<file path="src/rtl/hazard_fwd_ctrl_pkg.sv">
// Shared pipeline definitions for the hazard/forwarding controller: operand-mux select
// encoding, controller FSM states and default widths.
package hazard_fwd_ctrl_pkg;

  localparam int REG_AW = 5;
  localparam int CNT_W  = 16;

  typedef logic [1:0] fwd_sel_t;

  localparam fwd_sel_t FWD_RF    = 2'b00;
  localparam fwd_sel_t FWD_EXMEM = 2'b01;
  localparam fwd_sel_t FWD_MEMWB = 2'b10;

  typedef enum logic [1:0] {
    ST_RUN    = 2'd0,
    ST_STALL  = 2'd1,
    ST_FREEZE = 2'd2
  } state_t;

endpackage

</file>
<file path="src/rtl/hazard_fwd_ctrl_if.sv">
// ID-stage hazard inputs and EX-mux / pipeline-enable outputs of the hazard controller.
// master = pipeline datapath side, slave = controller side.
interface hazard_fwd_ctrl_if #(
  parameter int REG_AW = hazard_fwd_ctrl_pkg::REG_AW,
  parameter int CNT_W  = hazard_fwd_ctrl_pkg::CNT_W
);
  import hazard_fwd_ctrl_pkg::*;

  logic              id_valid;
  logic [REG_AW-1:0] id_rs;
  logic [REG_AW-1:0] id_rt;
  logic [REG_AW-1:0] id_rd;
  logic              id_reg_write;
  logic              id_mem_read;
  logic              flush;
  logic              mem_wait;

  fwd_sel_t          fwd_a_sel;
  fwd_sel_t          fwd_b_sel;
  logic              pc_write;
  logic              ifid_write;
  logic              ifid_flush;
  logic              idex_bubble;
  logic [CNT_W-1:0]  stall_count;

  modport master (
    output id_valid, id_rs, id_rt, id_rd, id_reg_write, id_mem_read, flush, mem_wait,
    input  fwd_a_sel, fwd_b_sel, pc_write, ifid_write, ifid_flush, idex_bubble, stall_count
  );

  modport slave (
    input  id_valid, id_rs, id_rt, id_rd, id_reg_write, id_mem_read, flush, mem_wait,
    output fwd_a_sel, fwd_b_sel, pc_write, ifid_write, ifid_flush, idex_bubble, stall_count
  );

endinterface

</file>
<file path="src/rtl/hazard_fwd_ctrl_fwd_unit.sv">
// Per-operand forwarding select: EX/MEM producer beats MEM/WB producer, $0 never forwards.
// Purely combinational, no backpressure.
module hazard_fwd_ctrl_fwd_unit #(
  parameter int REG_AW = 5
) (
  input  logic [REG_AW-1:0] src,
  input  logic [REG_AW-1:0] ex_rd,
  input  logic              ex_rw,
  input  logic [REG_AW-1:0] mem_rd,
  input  logic              mem_rw,
  output logic [1:0]        sel
);
  import hazard_fwd_ctrl_pkg::*;

  logic ex_hit;
  logic mem_hit;

  assign ex_hit  = (src != '0) && ex_rw  && (ex_rd  == src);
  assign mem_hit = (src != '0) && mem_rw && (mem_rd == src);

  always_comb begin
    sel = FWD_RF;
    if (ex_hit) begin
      sel = FWD_EXMEM;
    end else if (mem_hit) begin
      sel = FWD_MEMWB;
    end
  end

endmodule

</file>
<file path="src/rtl/hazard_fwd_ctrl.sv">
// Load-use stall, branch flush and memory freeze control plus registered EX forwarding selects.
// Enables are combinational in the current cycle; selects appear one cycle after ID; mem_wait freezes all state.
module hazard_fwd_ctrl #(
  parameter int REG_AW = hazard_fwd_ctrl_pkg::REG_AW,
  parameter int CNT_W  = hazard_fwd_ctrl_pkg::CNT_W
) (
  input  logic             clk,
  input  logic             reset,
  hazard_fwd_ctrl_if.slave bus
);
  import hazard_fwd_ctrl_pkg::*;

  typedef struct packed {
    logic [REG_AW-1:0] rd;
    logic              rw;
    logic              load;
  } ex_shadow_t;

  typedef struct packed {
    logic [REG_AW-1:0] rd;
    logic              rw;
  } mem_shadow_t;

  state_t      state_q, state_d;
  ex_shadow_t  ex_q;
  mem_shadow_t mem_q;
  fwd_sel_t    sel_a, sel_b;
  fwd_sel_t    fwd_a_q, fwd_b_q;
  logic [CNT_W-1:0] cnt_q;

  logic hazard;
  logic take_stall;
  logic advance;
  logic bubble;
  logic cnt_inc;
  logic pc_write, ifid_write, ifid_flush, idex_bubble;

  assign hazard = bus.id_valid && ex_q.load && ex_q.rw && (ex_q.rd != '0) &&
                  ((ex_q.rd == bus.id_rs) || (ex_q.rd == bus.id_rt));

  assign take_stall = hazard && !bus.mem_wait && !bus.flush;

  hazard_fwd_ctrl_fwd_unit #(.REG_AW(REG_AW)) u_fwd_a (
    .src    (bus.id_rs),
    .ex_rd  (ex_q.rd),
    .ex_rw  (ex_q.rw),
    .mem_rd (mem_q.rd),
    .mem_rw (mem_q.rw),
    .sel    (sel_a)
  );

  hazard_fwd_ctrl_fwd_unit #(.REG_AW(REG_AW)) u_fwd_b (
    .src    (bus.id_rt),
    .ex_rd  (ex_q.rd),
    .ex_rw  (ex_q.rw),
    .mem_rd (mem_q.rd),
    .mem_rw (mem_q.rw),
    .sel    (sel_b)
  );

  always_comb begin
    state_d = state_q;
    case (state_q)
      ST_RUN:    state_d = bus.mem_wait ? ST_FREEZE : (take_stall ? ST_STALL : ST_RUN);
      ST_STALL:  state_d = bus.mem_wait ? ST_FREEZE : ST_RUN;
      ST_FREEZE: state_d = bus.mem_wait ? ST_FREEZE : (take_stall ? ST_STALL : ST_RUN);
      default:   state_d = ST_RUN;
    endcase
  end

  // Per-cycle priority: reset > mem_wait > flush > load-use > normal.
  always_comb begin
    pc_write    = 1'b1;
    ifid_write  = 1'b1;
    ifid_flush  = 1'b0;
    idex_bubble = 1'b0;
    advance     = 1'b1;
    bubble      = !bus.id_valid;
    cnt_inc     = 1'b0;
    if (reset) begin
      pc_write    = 1'b0;
      ifid_write  = 1'b0;
      ifid_flush  = 1'b1;
      idex_bubble = 1'b1;
      advance     = 1'b0;
    end else if (bus.mem_wait) begin
      pc_write    = 1'b0;
      ifid_write  = 1'b0;
      advance     = 1'b0;
      cnt_inc     = 1'b1;
    end else if (bus.flush) begin
      ifid_flush  = 1'b1;
      idex_bubble = 1'b1;
      bubble      = 1'b1;
    end else if (take_stall) begin
      pc_write    = 1'b0;
      ifid_write  = 1'b0;
      idex_bubble = 1'b1;
      bubble      = 1'b1;
      cnt_inc     = 1'b1;
    end
  end

  always_ff @(posedge clk) begin
    if (reset) begin
      state_q <= ST_RUN;
      ex_q    <= '0;
      mem_q   <= '0;
      fwd_a_q <= FWD_RF;
      fwd_b_q <= FWD_RF;
      cnt_q   <= '0;
    end else begin
      state_q <= state_d;
      if (advance) begin
        mem_q.rd <= ex_q.rd;
        mem_q.rw <= ex_q.rw;
        if (bubble) begin
          ex_q    <= '0;
          fwd_a_q <= FWD_RF;
          fwd_b_q <= FWD_RF;
        end else begin
          ex_q.rd   <= bus.id_rd;
          ex_q.rw   <= bus.id_reg_write;
          ex_q.load <= bus.id_mem_read;
          fwd_a_q   <= sel_a;
          fwd_b_q   <= sel_b;
        end
      end
      if (cnt_inc && (cnt_q != '1)) begin
        cnt_q <= cnt_q + CNT_W'(1);
      end
    end
  end

  assign bus.fwd_a_sel   = fwd_a_q;
  assign bus.fwd_b_sel   = fwd_b_q;
  assign bus.pc_write    = pc_write;
  assign bus.ifid_write  = ifid_write;
  assign bus.ifid_flush  = ifid_flush;
  assign bus.idex_bubble = idex_bubble;
  assign bus.stall_count = cnt_q;

endmodule

</file>
<file path="src/flat_wrapper.sv">
// flat-port wrapper written by rule: the top's interface ports become plain ports
module hazard_fwd_ctrl_flat import hazard_fwd_ctrl_pkg::*;
#(
  parameter int REG_AW = hazard_fwd_ctrl_pkg::REG_AW,
  parameter int CNT_W  = hazard_fwd_ctrl_pkg::CNT_W
)
  (clk, reset, bus_id_valid, bus_id_rs, bus_id_rt, bus_id_rd, bus_id_reg_write, bus_id_mem_read, bus_flush, bus_mem_wait, bus_fwd_a_sel, bus_fwd_b_sel, bus_pc_write, bus_ifid_write, bus_ifid_flush, bus_idex_bubble, bus_stall_count);
  hazard_fwd_ctrl_if #(.REG_AW(REG_AW), .CNT_W(CNT_W)) bus_i ();
  input  logic clk;
  input  logic reset;
  input wire logic [$bits(bus_i.id_valid)-1:0] bus_id_valid;
  input wire logic [$bits(bus_i.id_rs)-1:0] bus_id_rs;
  input wire logic [$bits(bus_i.id_rt)-1:0] bus_id_rt;
  input wire logic [$bits(bus_i.id_rd)-1:0] bus_id_rd;
  input wire logic [$bits(bus_i.id_reg_write)-1:0] bus_id_reg_write;
  input wire logic [$bits(bus_i.id_mem_read)-1:0] bus_id_mem_read;
  input wire logic [$bits(bus_i.flush)-1:0] bus_flush;
  input wire logic [$bits(bus_i.mem_wait)-1:0] bus_mem_wait;
  output wire logic [$bits(bus_i.fwd_a_sel)-1:0] bus_fwd_a_sel;
  output wire logic [$bits(bus_i.fwd_b_sel)-1:0] bus_fwd_b_sel;
  output wire logic [$bits(bus_i.pc_write)-1:0] bus_pc_write;
  output wire logic [$bits(bus_i.ifid_write)-1:0] bus_ifid_write;
  output wire logic [$bits(bus_i.ifid_flush)-1:0] bus_ifid_flush;
  output wire logic [$bits(bus_i.idex_bubble)-1:0] bus_idex_bubble;
  output wire logic [$bits(bus_i.stall_count)-1:0] bus_stall_count;
  assign bus_i.id_valid = bus_id_valid;
  assign bus_i.id_rs = bus_id_rs;
  assign bus_i.id_rt = bus_id_rt;
  assign bus_i.id_rd = bus_id_rd;
  assign bus_i.id_reg_write = bus_id_reg_write;
  assign bus_i.id_mem_read = bus_id_mem_read;
  assign bus_i.flush = bus_flush;
  assign bus_i.mem_wait = bus_mem_wait;
  assign bus_fwd_a_sel = bus_i.fwd_a_sel;
  assign bus_fwd_b_sel = bus_i.fwd_b_sel;
  assign bus_pc_write = bus_i.pc_write;
  assign bus_ifid_write = bus_i.ifid_write;
  assign bus_ifid_flush = bus_i.ifid_flush;
  assign bus_idex_bubble = bus_i.idex_bubble;
  assign bus_stall_count = bus_i.stall_count;
  hazard_fwd_ctrl #(.REG_AW(REG_AW), .CNT_W(CNT_W)) u_core (.clk(clk), .reset(reset), .bus(bus_i));
endmodule
</file>
<file path="config.mk">
export PLATFORM = sky130hd
export DESIGN_NAME = hazard_fwd_ctrl_flat
export DESIGN_NICKNAME = d
export VERILOG_FILES = /design/src/rtl/hazard_fwd_ctrl_pkg.sv /design/src/rtl/hazard_fwd_ctrl_if.sv /design/src/rtl/hazard_fwd_ctrl_fwd_unit.sv /design/src/rtl/hazard_fwd_ctrl.sv /design/src/flat_wrapper.sv
export SDC_FILE = /design/constraint.sdc
export NUM_CORES = 1
export LEC_CHECK = 0
export ABC_AREA = 1
export CAP_MARGIN = 10
export CORE_ASPECT_RATIO = 0.75
export CORE_MARGIN = 1.5
export CORE_UTILIZATION = 45
export DETAILED_ROUTE_END_ITERATION = 8
export GPL_ROUTABILITY_DRIVEN = 1
export PLACE_DENSITY = 0.73
export SKIP_LAST_GASP = 1
export SYNTH_ARGS = -nofsm -noshare
export SYNTH_HDL_FRONTEND = slang
export SYNTH_SLANG_ARGS = --single-unit
</file>
<file path="constraint.sdc">
create_clock -name clk -period 2.7 [get_ports clk]
set_input_delay 0.405 -clock clk [delete_from_list [all_inputs] [get_ports clk]]
set_output_delay 0.405 -clock clk [all_outputs]
set_load 0.02 [all_outputs]
</file>
==> results of run 1 <==
-- layout make-up --
| class | count | area [sq um] |
|---|---|---|
| clock buffers | 7 | 86.3 |
| well taps | 55 | 68.8 |
| flip-flops and latches | 33 | 661 |
| multi-input cells | 224 | 1150 |
| inverters | 34 | 128 |
| fillers | 403 | 1540 |
| repair buffers | 54 | 522 |
-- state kept, by name, summed over array words and instances, names as in the netlist --
name / cells
u_core.bus.stall_count: 16
u_core.ex_q: 7
u_core.mem_q: 6
u_core.bus.fwd_a_sel: 2
u_core.bus.fwd_b_sel: 2
-- metal layers --
| layer | wire, microns | vias up | GRT usage [%] |
|---|---|---|---|
| met4 | 29 | 0 | 5.01 |
| met2 | 2200 | 84 | 35.5 |
| met5 | 0 | - | 0 |
| met3 | 500 | 4 | 8.27 |
| met1 | 2800 | 971 | 36.6 |
| li1 | - | 1099 | - |
-- final timing paths --
| path | startpoint | endpoint | slack, ps |
|---|---|---|---|
| worst max-delay path | bus_id_rt[0] | bus_ifid_write | 290 |
| worst min-delay path | u_core.bus.fwd_b_sel[1] | u_core.bus.fwd_b_sel[1] | 460 |
| worst max register to register | u_core.ex_q[2] | u_core.bus.stall_count[11] | 770 |
| worst min register to register | u_core.bus.fwd_b_sel[1] | u_core.bus.fwd_b_sel[1] | 460 |
-- kinds of logic after synthesis --
family | after synthesis
buffers and inverters | 42
adders and majority gates | 1
DFF | 33
AOI/OAI and AO/OA | 42
xor gates and xnor gates | 17
and+or+nand+nor | 164
-- synthesized netlist by cell type --
cell	count
o21ai_0	6
nand2_1	78
nor3_2	1
clkbuf_1	3
xor2_1	5
nand3_4	1
nor3_1	2
buf_6	1
inv_2	6
ha_1	1
nand4_1	23
nor2_1	33
inv_1	28
nand3b_4	1
buf_4	2
o22ai_1	10
xnor2_1	12
a21oi_1	23
nand3b_1	1
nor2_2	2
buf_2	2
o2111ai_1	1
nand3_1	19
a211oi_1	1
o21ai_1	1
nand3_2	1
nand2_2	1
nand2_4	1
dfxtp_1	33
-- metrics by stage --
stage,hold WS (ps),utilization [%],total power [mW],setup TNS [ps]
after floorplan,437,-,0.592,0
after detailed placement,450,60.8,0.667,-0.845
after global placement,441,60.8,0.665,0
final,457,63.0,1.03,0
after global routing,475,63.0,1.08,0
after CTS,462,62.9,1.04,0
-- tightest hold or removal path, cell delays in order, from the launching register on --
cell,delay (ps)
dfxtp_1,310
nand2_1,60
o21ai_1,50
-- power groups by stage --
stage                     Clock [mW]  Combinational, mW  Sequential [mW]
after floorplan                    0             0.0798            0.512
after global placement             0              0.153            0.512
after detailed placement           0              0.155            0.512
after CTS                      0.380              0.155            0.501
after global routing           0.410              0.171            0.502
final                          0.373              0.157            0.502
-- what timing repair did --
item | CTS | global route
pin swaps | 0 | 0
buffers inserted | 0 | 0
endpoints found under the setup margin | 2 | 2
resized for setup | 1 | 2
hold buffers | 0 | 0
==> impl_metrics.tcl, run 1 <==
set metrics [dict create \
    die_h_microns 60.5 \
    finalInstanceArea_sq_um 2620 \
    layout.nets 375 \
    final-max-slew-violation-count 0 \
    holdPathStages 2 \
    endpoint_kind "output port" \
    grt.overflow.total 0 \
    synth_xor_area_share_pct 7.49 \
    core_area_sq_um 4150 \
    seq_power_share_pct 48.6 \
    placed_area_sq_um 2530 \
    crit_chain "clkdlybuf4s50_1, inv_1, nand2_1, nand2_1, nor2_1, nand3_1, nand2_1, nand2_2, nand2_4, a21oi_1, dlygate4sd2_1" \
    synth_top_area_cell "dfxtp_1" \
    tightest_slew_ps 384 \
    drt_wl_total_microns 5540 \
    syn_avg_cell_area_sq_um 6.65 \
    cts_tree "done" \
    drtPass1Iterations 5 \
    start_util_pct 47.8 \
    drv_cap 0 \
    synthAdderAreaFrac_pct 0.630 \
    antenna_found_initial 0 \
    antenna_cells 0 \
    place.gp.congestion 1.03 \
    final_antenna_net_count 0 \
    vias 2158 \
    rr_worst_depth 12 \
    required_ps 2300 \
    rsz0062_at_grt "no" \
    cpMostUsedCell "nand2_1" \
    io_pins 46 \
    period_minus_slack_ps 2410 \
    final_common_cell "nand2_1" \
    cts_root_buf "clkbuf_8" \
    net-switching-power_mw 0.266 \
    synth.area.top_cells "dfxtp_1 (33%), nand2_1 (15%), nand4_1 (7.2%), nor2_1 (6.2%), a21oi_1 (5.8%)" \
    synth_area_sq_um 1990 \
    fp.dieW_microns 79.7 \
    final_cell_mix "nand2_1 (78), clkdlybuf4s50_1 (42), nor2_1 (33), dfxtp_1 (33), inv_1 (28)" \
    htree_levels 2 \
    synth_top_family_by_area "simple AND/OR/NAND/NOR gates" \
    ys_seq_elements 33 \
    synthCells 299 \
    grt_pass1_wl_microns 9200 \
    cp_num_buf_inv 3 \
    powerDensity_nw_per_um2 394 \
    yosysUniqueCellTypes 29 \
    dp_cells 400 \
    synthSimpleGateAreaFrac_pct 38.3 \
    critPathLaunchType "input port" \
    path_class "in -> out" \
    p_leak_nw 1.05 \
    fmax_mhz 415 \
    fin_skew_ps 5.02 \
    hold_violations 0 \
    dp_hpwl_microns 4260 \
    clk_latency_ps 280 \
    instances_no_fill 407 \
    wl_per_cell_microns 13.6 \
    grt_start_max_net_pins 25 \
    yosysTopAreaCellShare_pct 33.2 \
    clockBufferDepth 2 \
    rows 20 \
    seq_area_frac_synth_pct 33.2 \
    clkPwrFrac_pct 36.2 \
    vias_per_cell 5.30 \
    critPathTopFamily "buffers and inverters" \
    drc 0 \
    die-area_sq_um 4830 \
    setup_slack_ps 291 \
    setup-violations-final 0 \
    switching_share_pct 25.8 \
    synthMuxAreaShare_pct 0 \
    critPathSlowestCell "clkdlybuf4s50_1" \
    synth_compound_area_share_pct 11.5 \
    portBuffers 45 \
    syn_to_final_growth_pct 31.7 \
    slew_headroom_pct 74.3 \
    p_int_mw 0.765 \
    syn-num-nets 322 \
    max_stage_delay_ps 440 \
    comb_power_share_pct 15.2 \
    finalCritPeriodShare_pct 89.2 \
    grt_pass1_vias 1938 \
    dp_worst_setup_slack_ps -0.845 \
    numCtsBuffers 5 \
    cts.sinks 33 \
    layout-drive-gt1-share_pct 8.24 \
    path_depth 11 \
    clkTransAtPathRegs_ps 70 \
    worstPathMaxFanout 3 \
    vdd_drop_max_v 0.000275 \
    hold_class "reg -> reg" \
    critPathArrivalTime_ps 2000 \
    first_iter_violations 152 \
    yosys_warnings 0 \
    run_status "finished clean" \
    grt_usage_pct 24.9 \
]
No activity file was read; power rests on OpenSTA's default activity.
==> inputs of run 2 (changes only) <==
Settings changed: CTS_CLUSTER_DIAMETER from default to 120.
==> results of run 2 <==
Final layout, timing and power as in run 1 (identical DEF).
